===== src/rtl/lcd_text_refresh_driver_pkg.sv =====
// lcd_pkg: shared LCD command bytes, FSM states and helpers for the text refresh driver.
// Build option LCD_CURSOR_BLINK_EN selects the cursor-on/blink DISP_ON command.
package lcd_pkg;
    localparam int LCD_COLS = 16;
    localparam logic [7:0] LCD_CMD_FUNC_SET   = 8'h38;
    localparam logic [7:0] LCD_CMD_DISP_ON    = 8'h0C;
    localparam logic [7:0] LCD_CMD_DISP_BLINK = 8'h0F;
    localparam logic [7:0] LCD_CMD_ENTRY      = 8'h06;
    localparam logic [7:0] LCD_CMD_CLEAR      = 8'h01;
    localparam logic [7:0] LCD_CMD_LINE1      = 8'h80;
    localparam logic [7:0] LCD_CMD_LINE2      = 8'hC0;
`ifdef LCD_CURSOR_BLINK_EN
    localparam logic [7:0] DISP_CMD = LCD_CMD_DISP_BLINK;
`else
    localparam logic [7:0] DISP_CMD = LCD_CMD_DISP_ON;
`endif

    typedef enum logic [3:0] {
        PWR_WAIT, FUNC_SET, DISP_ON, ENTRY, CLEAR, ADDR1, LINE1, ADDR2, LINE2
    } lcd_state_e;

    typedef enum logic [1:0] {PH_IDLE, PH_SETUP, PH_STROBE, PH_HOLD} wc_phase_e;

    function automatic logic is_data(lcd_state_e s);
        return s == LINE1 || s == LINE2;
    endfunction

    function automatic logic [7:0] cmd_byte(lcd_state_e s);
        return s == FUNC_SET ? LCD_CMD_FUNC_SET :
               s == DISP_ON  ? DISP_CMD :
               s == ENTRY    ? LCD_CMD_ENTRY :
               s == CLEAR    ? LCD_CMD_CLEAR :
               s == ADDR1    ? LCD_CMD_LINE1 :
               s == ADDR2    ? LCD_CMD_LINE2 : 8'h00;
    endfunction
endpackage


===== src/rtl/lcd_text_refresh_driver_if.sv =====
// lcd_text_refresh_driver_if: character-generator lookup and LCD pin bundle.
interface lcd_text_refresh_driver_if;
    logic [4:0] index;
    logic [7:0] char_in;
    logic       lcd_rs;
    logic       lcd_rw;
    logic       lcd_e;
    logic [7:0] lcd_data;
    logic       init_done;
    logic       frame_done;

    modport master (
        output index, lcd_rs, lcd_rw, lcd_e, lcd_data, init_done, frame_done,
        input  char_in
    );

    modport slave (
        input  index, lcd_rs, lcd_rw, lcd_e, lcd_data, init_done, frame_done,
        output char_in
    );
endinterface


===== src/rtl/lcd_write_cycle.sv =====
// lcd_write_cycle: tick-paced SETUP/STROBE/HOLD sequencer for one LCD byte write.
module lcd_write_cycle
    import lcd_pkg::*;
#(
    parameter int WW = 11
) (
    input  logic          clk,
    input  logic          rst,
    input  logic          tick,
    input  logic          start,
    input  logic          rs,
    input  logic [7:0]    data_byte,
    input  logic [WW-1:0] wait_ticks,
    output logic          lcd_e,
    output logic          lcd_rs,
    output logic [7:0]    lcd_data,
    output logic          done
);
    wc_phase_e     phase_q, phase_d;
    logic [WW-1:0] cnt_q, cnt_d, wait_q, wait_d;
    logic [7:0]    data_q, data_d;
    logic          rs_q, rs_d, e_q, e_d, late_q, late_d;

    assign done     = phase_q == PH_HOLD && tick && cnt_q == wait_q - 1'b1;
    assign lcd_e    = e_q;
    assign lcd_rs   = rs_q;
    assign lcd_data = data_q;

    always_comb begin
        phase_d = phase_q;
        cnt_d   = cnt_q;
        wait_d  = wait_q;
        data_d  = data_q;
        rs_d    = rs_q;
        late_d  = phase_q == PH_SETUP;
        // char_in trails index by one clk: re-sample data bytes once SETUP is past its first clk
        if (phase_q == PH_SETUP && late_q && rs_q) data_d = data_byte;
        if (tick) begin
            phase_d = phase_q == PH_SETUP ? PH_STROBE : phase_q == PH_STROBE ? PH_HOLD : phase_q;
            cnt_d   = phase_q == PH_HOLD ? cnt_q + 1'b1 : '0;
        end
        if (done) phase_d = PH_IDLE;
        if (start) begin
            phase_d = PH_SETUP;
            cnt_d   = '0;
            wait_d  = wait_ticks;
            data_d  = data_byte;
            rs_d    = rs;
        end
        e_d = phase_d == PH_STROBE;
    end

    always_ff @(posedge clk or negedge rst) begin
        if (!rst) begin
            phase_q <= PH_IDLE;
            cnt_q   <= '0;
            wait_q  <= '0;
            data_q  <= '0;
            rs_q    <= 1'b0;
            e_q     <= 1'b0;
            late_q  <= 1'b0;
        end else begin
            phase_q <= phase_d;
            cnt_q   <= cnt_d;
            wait_q  <= wait_d;
            data_q  <= data_d;
            rs_q    <= rs_d;
            e_q     <= e_d;
            late_q  <= late_d;
        end
    end
endmodule


===== src/rtl/lcd_text_refresh_driver.sv =====
// lcd_text_refresh_driver: HD44780 16x2 init sequencer and endless two-line refresh.
// Build option LCD_CURSOR_BLINK_EN switches DISP_ON to cursor-on/blink (see lcd_pkg).
module lcd_text_refresh_driver
    import lcd_pkg::*;
#(
    parameter int TICK_DIV       = 50,
    parameter int PWR_WAIT_TICKS = 15000,
    parameter int CMD_WAIT_TICKS = 40,
    parameter int CLR_WAIT_TICKS = 1640
) (
    input logic                        clk,
    input logic                        rst,
    lcd_text_refresh_driver_if.master  bus
);
    localparam int WMAX = PWR_WAIT_TICKS > CLR_WAIT_TICKS ? PWR_WAIT_TICKS : CLR_WAIT_TICKS;
    localparam int WW   = $clog2(WMAX + 1);
    localparam int TW   = TICK_DIV > 1 ? $clog2(TICK_DIV) : 1;

    lcd_state_e    state_q, state_d;
    logic [TW-1:0] pre_q, pre_d;
    logic [WW-1:0] pwr_q, pwr_d;
    logic [3:0]    slot_q, slot_d;
    logic [4:0]    index_q, index_d;
    logic          init_q, init_d, frame_q, frame_d;
    logic          tick, start, done, last, wc_rs;
    logic [7:0]    wc_byte;
    logic [WW-1:0] wc_wait;

    assign tick    = pre_q == TW'(TICK_DIV - 1);
    assign pre_d   = tick ? '0 : pre_q + 1'b1;
    assign last    = slot_q == 4'(LCD_COLS - 1);
    assign wc_rs   = is_data(state_d);
    assign wc_byte = wc_rs ? bus.char_in : cmd_byte(state_d);
    assign wc_wait = state_d == CLEAR ? WW'(CLR_WAIT_TICKS) : WW'(CMD_WAIT_TICKS);

    assign bus.index      = index_q;
    assign bus.lcd_rw     = 1'b0;
    assign bus.init_done  = init_q;
    assign bus.frame_done = frame_q;

    always_comb begin
        state_d = state_q;
        pwr_d   = pwr_q;
        slot_d  = slot_q;
        index_d = index_q;
        init_d  = init_q;
        frame_d = 1'b0;
        start   = 1'b0;
        if (state_q == PWR_WAIT) begin
            pwr_d = tick ? pwr_q + 1'b1 : pwr_q;
            start = tick && pwr_q == WW'(PWR_WAIT_TICKS - 1);
            if (start) state_d = FUNC_SET;
        end else if (done) begin
            start   = 1'b1;
            state_d = (state_q == LINE2 && last) ? ADDR1 :
                      (is_data(state_q) && !last) ? state_q : lcd_state_e'(state_q + 4'd1);
            slot_d  = (is_data(state_q) && !last) ? slot_q + 1'b1 : '0;
            init_d  = init_q || state_q == CLEAR;
            frame_d = state_q == LINE2 && last;
            // index moves only when a write is issued; line starts reload it explicitly
            index_d = state_d == ADDR1 ? 5'd0 :
                      state_d == ADDR2 ? 5'd16 :
                      is_data(state_d) ? {state_d == LINE2, slot_d} : index_q;
        end
    end

    always_ff @(posedge clk or negedge rst) begin
        if (!rst) begin
            state_q <= PWR_WAIT;
            pre_q   <= '0;
            pwr_q   <= '0;
            slot_q  <= '0;
            index_q <= '0;
            init_q  <= 1'b0;
            frame_q <= 1'b0;
        end else begin
            state_q <= state_d;
            pre_q   <= pre_d;
            pwr_q   <= pwr_d;
            slot_q  <= slot_d;
            index_q <= index_d;
            init_q  <= init_d;
            frame_q <= frame_d;
        end
    end

    lcd_write_cycle #(.WW(WW)) u_wc (
        .clk        (clk),
        .rst        (rst),
        .tick       (tick),
        .start      (start),
        .rs         (wc_rs),
        .data_byte  (wc_byte),
        .wait_ticks (wc_wait),
        .lcd_e      (bus.lcd_e),
        .lcd_rs     (bus.lcd_rs),
        .lcd_data   (bus.lcd_data),
        .done       (done)
    );
endmodule


===== src/flat_wrapper.sv =====
// flat-port wrapper written by rule: the top's interface ports become plain ports
module lcd_text_refresh_driver_flat import lcd_pkg::*;
#(
    parameter int TICK_DIV       = 50,
    parameter int PWR_WAIT_TICKS = 15000,
    parameter int CMD_WAIT_TICKS = 40,
    parameter int CLR_WAIT_TICKS = 1640
)
  (clk, rst, bus_index, bus_lcd_rs, bus_lcd_rw, bus_lcd_e, bus_lcd_data, bus_init_done, bus_frame_done, bus_char_in);
  lcd_text_refresh_driver_if bus_i ();
  input logic clk;
  input logic rst;
  output wire logic [$bits(bus_i.index)-1:0] bus_index;
  output wire logic [$bits(bus_i.lcd_rs)-1:0] bus_lcd_rs;
  output wire logic [$bits(bus_i.lcd_rw)-1:0] bus_lcd_rw;
  output wire logic [$bits(bus_i.lcd_e)-1:0] bus_lcd_e;
  output wire logic [$bits(bus_i.lcd_data)-1:0] bus_lcd_data;
  output wire logic [$bits(bus_i.init_done)-1:0] bus_init_done;
  output wire logic [$bits(bus_i.frame_done)-1:0] bus_frame_done;
  input wire logic [$bits(bus_i.char_in)-1:0] bus_char_in;
  assign bus_index = bus_i.index;
  assign bus_lcd_rs = bus_i.lcd_rs;
  assign bus_lcd_rw = bus_i.lcd_rw;
  assign bus_lcd_e = bus_i.lcd_e;
  assign bus_lcd_data = bus_i.lcd_data;
  assign bus_init_done = bus_i.init_done;
  assign bus_frame_done = bus_i.frame_done;
  assign bus_i.char_in = bus_char_in;
  lcd_text_refresh_driver #(.TICK_DIV(TICK_DIV), .PWR_WAIT_TICKS(PWR_WAIT_TICKS), .CMD_WAIT_TICKS(CMD_WAIT_TICKS), .CLR_WAIT_TICKS(CLR_WAIT_TICKS)) u_core (.clk(clk), .rst(rst), .bus(bus_i));
endmodule

===== config.mk =====
export PLATFORM = sky130hd
export DESIGN_NAME = lcd_text_refresh_driver_flat
export DESIGN_NICKNAME = d
export VERILOG_FILES = /design/src/rtl/lcd_text_refresh_driver_pkg.sv /design/src/rtl/lcd_text_refresh_driver_if.sv /design/src/rtl/lcd_write_cycle.sv /design/src/rtl/lcd_text_refresh_driver.sv /design/src/flat_wrapper.sv
export SDC_FILE = /design/constraint.sdc
export NUM_CORES = 1
export LEC_CHECK = 0
export CAP_MARGIN = 20
export CELL_PAD_IN_SITES_DETAIL_PLACEMENT = 0
export CELL_PAD_IN_SITES_GLOBAL_PLACEMENT = 1
export CORE_MARGIN = 3
export CORE_UTILIZATION = 49
export CTS_CLUSTER_DIAMETER = 80
export DETAILED_ROUTE_END_ITERATION = 6
export PLACE_DENSITY = 0.85
export SLEW_MARGIN = 10
export SYNTH_ARGS = -nofsm -noshare
export SYNTH_HDL_FRONTEND = slang
export SYNTH_SLANG_ARGS = --single-unit

===== constraint.sdc =====
create_clock -name clk -period 5.88 [get_ports clk]
set_input_delay 0.588 -clock clk [delete_from_list [all_inputs] [get_ports clk]]
set_output_delay 0.588 -clock clk [all_outputs]
set_load 0.005 [all_outputs]

==> flow_summary.toml <==
[sta]
period_needed_ns = 3.28
hold_violations = 0
fmax_ghz = 0.305
tightest_slew_ns = 0.812
slew_viol_final = 0
timing.setup.tns_ns = 0
skew_ns = 0.00856
rsz0062_at_grt = "false"
slew_headroom = 0.457
finalCritPeriodShare = 0.558
setup_viol_count_final = 0

[clock_network]
root_buffer = "clkbuf_8"
hold_buffers = 0
cts_buffers = 9
path_clk_slew_ns = 0.07
post_cts_buffers = 0
insertion_delay_ns = 0.36
htreeDepth = 3
cts.sinks = 64
postCtsResizedCells = 0
cts_tree = "done"
cts_max_path_buffers = 2

[logic_synthesis]
ys_seq_area_frac = 0.456
async_flop_share = 1.00
synth.distinct_cells = 55
yosysTopAreaCellShare = 0.456
synthTopCellsByArea = "dfrtp_1 46%, nand2_1 6.2%, o21ai_0 4.3%"
yosys.area.top_type = "dfrtp_1"
ys.flop_type = "dfrtp_1"
ys_ff_latch = 64
syn-num-nets = 394
synth_enable_flop_cells = 0
syn-cell-area_um2 = 3510
synth_cells = 374
avgSynthCellArea_um2 = 9.38
yosysWarnings = 0

[setup_path]
arrival_ns = 3.53
cp_max_fo = 12
worstPathRequired_ns = 6.13
start_kind = "flip-flop"
worstSetupPathType = "reg -> reg"
crit_path_end_kind = "flip-flop"

[status]
outcome = "finished, final reports clean"

[floorplan]
die_area_um2 = 8210
design.core.area_um2 = 6870
die_h_um = 90.6
fp-row-count = 30
ios = 28
start_util = 0.511
die_w_um = 90.6

[layout]
final_common_cell = "dfrtp_1"
area_delta_synth_final_pct = 15.3
mostFrequentLayoutCells = "64 x dfrtp_1, 58 x nand2_1, 30 x o21ai_0, 27 x nand3_1, 25 x clkdlybuf4s50_1"
utilization = 0.589
nets = 422
drive_above_1_share = 0.0737
antennaDiodeCount = 0

[global_route]
grtUsageTotal = 0.203
antenna_found_initial = 0
first_global_vias = 2738
grt_max_degree = 65
gr-total-overflow = 0
grt_pass1_wl_um = 13600

[place]
io_buffers = 26
dp_hpwl_um = 5370
gp_routability_congestion = 0.810

[pwr]
ir_worst_vdd_v = 0.000187
cellPowerDensity_nw_per_um2 = 206
leakage_nw = 1.76

[routing]
ant_nets = 0
drtPass1Iterations = 5
vias = 2893
vias_per_cell = 5.75
wl_um = 7810
drc_errors = 0
initialDrtViolationCount = 141
wl_per_cell_um = 15.5

[run]
maxCapViolCount = 0

[hold_path]
hold_class = "in -> async"
## synth_stat cells (all sizes together) (5+ instances only)
| cell | number |
|---|---|
| o21ai | 31 |
| o211ai | 5 |
| a21oi | 11 |
| dfrtp | 64 |
| and3 | 17 |
| xor2 | 12 |
| clkbuf | 7 |
| and3b | 5 |
| a31oi | 5 |
| nand2 | 58 |
| nor3b | 5 |
| nor2 | 20 |
| nor2b | 6 |
| nand3 | 27 |
| xnor2 | 12 |
| ha | 10 |
| o31ai | 10 |
| inv | 10 |
## worst paths after layout
check | from | end | slack (ns) | cells past startpoint
min in group clk | u_core.pwr_q[12] | u_core.pwr_q[12] | 0.48 | 1
min | rst | u_core.u_wc.cnt_q[11] | 0.39 | 2
min reg2reg | u_core.pwr_q[12] | u_core.pwr_q[12] | 0.48 | 1
max reg2reg | u_core.state_q[0] | u_core.u_wc.lcd_data[3] | 2.60 | 8
max in group asynchronous | rst | u_core.pre_q[5] | 4.94 | 2
max | u_core.state_q[0] | u_core.u_wc.lcd_data[3] | 2.60 | 8
## per-layer routing
metal  global-route usage  share of wire  vias to the layer above
met5                    0              0                        -
met2                0.305           0.47                       68
met3               0.0483          0.048                       11
met4               0.0612          0.012                        0
li1                     -              -                     1403
met1                0.291           0.47                     1411
## registers in the layout, indices dropped and copies added (netlist names)
register / count
u_core.bus.index: 5
u_core.u_wc.lcd_e: 1
u_core.u_wc.lcd_rs: 1
u_core.pre_q: 6
u_core.u_wc.wait_q: 2
u_core.u_wc.cnt_q: 14
u_core.slot_q: 4
u_core.pwr_q: 14
u_core.u_wc.lcd_data: 8
u_core.bus.frame_done: 1
u_core.u_wc.late_q: 1
u_core.state_q: 4
u_core.u_wc.phase_q: 2
u_core.bus.init_done: 1
## cell families (layout without fill, tap and decap cells)
group / after synthesis / after routing / share of synthesized area
simple gates: 170 / 170 / 0.260
compound gates: 78 / 78 / 0.138
flops: 64 / 64 / 0.456
xor+xnor: 24 / 24 / 0.0599
buf+inv: 20 / 53 / 0.0232
fa+ha+maj: 10 / 10 / 0.0357
mux: 7 / 7 / 0.0257
other cells: 1 / 1 / 0.00107
## stage by stage
step	cell area, µm²	setup WS [ns]	total power [W]	std cells	hold slack, ns
2_1_floorplan	3510	2.93	0.000450	374	0.292
3_3_place_gp	3850	2.66	0.000465	487	0.459
3_5_place_dp	3850	2.62	0.000465	487	0.461
4_1_cts	4040	2.59	0.000839	503	0.437
5_1_grt	4040	2.33	0.000859	503	0.476
6_report	4040	2.60	0.000834	503	0.395
## layout make-up
type / instances / area, µm²
Multi-Input combinational cell: 290 / 1830
Inverter: 10 / 37.5
Clock buffer: 9 / 124
Fill cell: 630 / 2830
Sequential cell: 64 / 1600
Timing Repair Buffer: 27 / 263
Clock inverter: 7 / 72.6
Tap cell: 96 / 120
## report_power, final
group          total (W)  switching [W]  internal, W  leakage (nW)
registers       0.000440              0     0.000440         0.839
clock network   0.000379       0.000183     0.000195        0.0952
logic          0.0000156     0.00000976   0.00000582         0.823
## critical path, stage by stage (launching register included)
cell,delay [ns]
dfrtp_1,0.52
inv_1,0.11
ha_1,0.30
nor3b_1,0.19
or4_1,0.45
or4_1,0.63
and3_1,0.40
or2_1,0.30
o311ai_1,0.27
(Power assumes the default switching activity.)
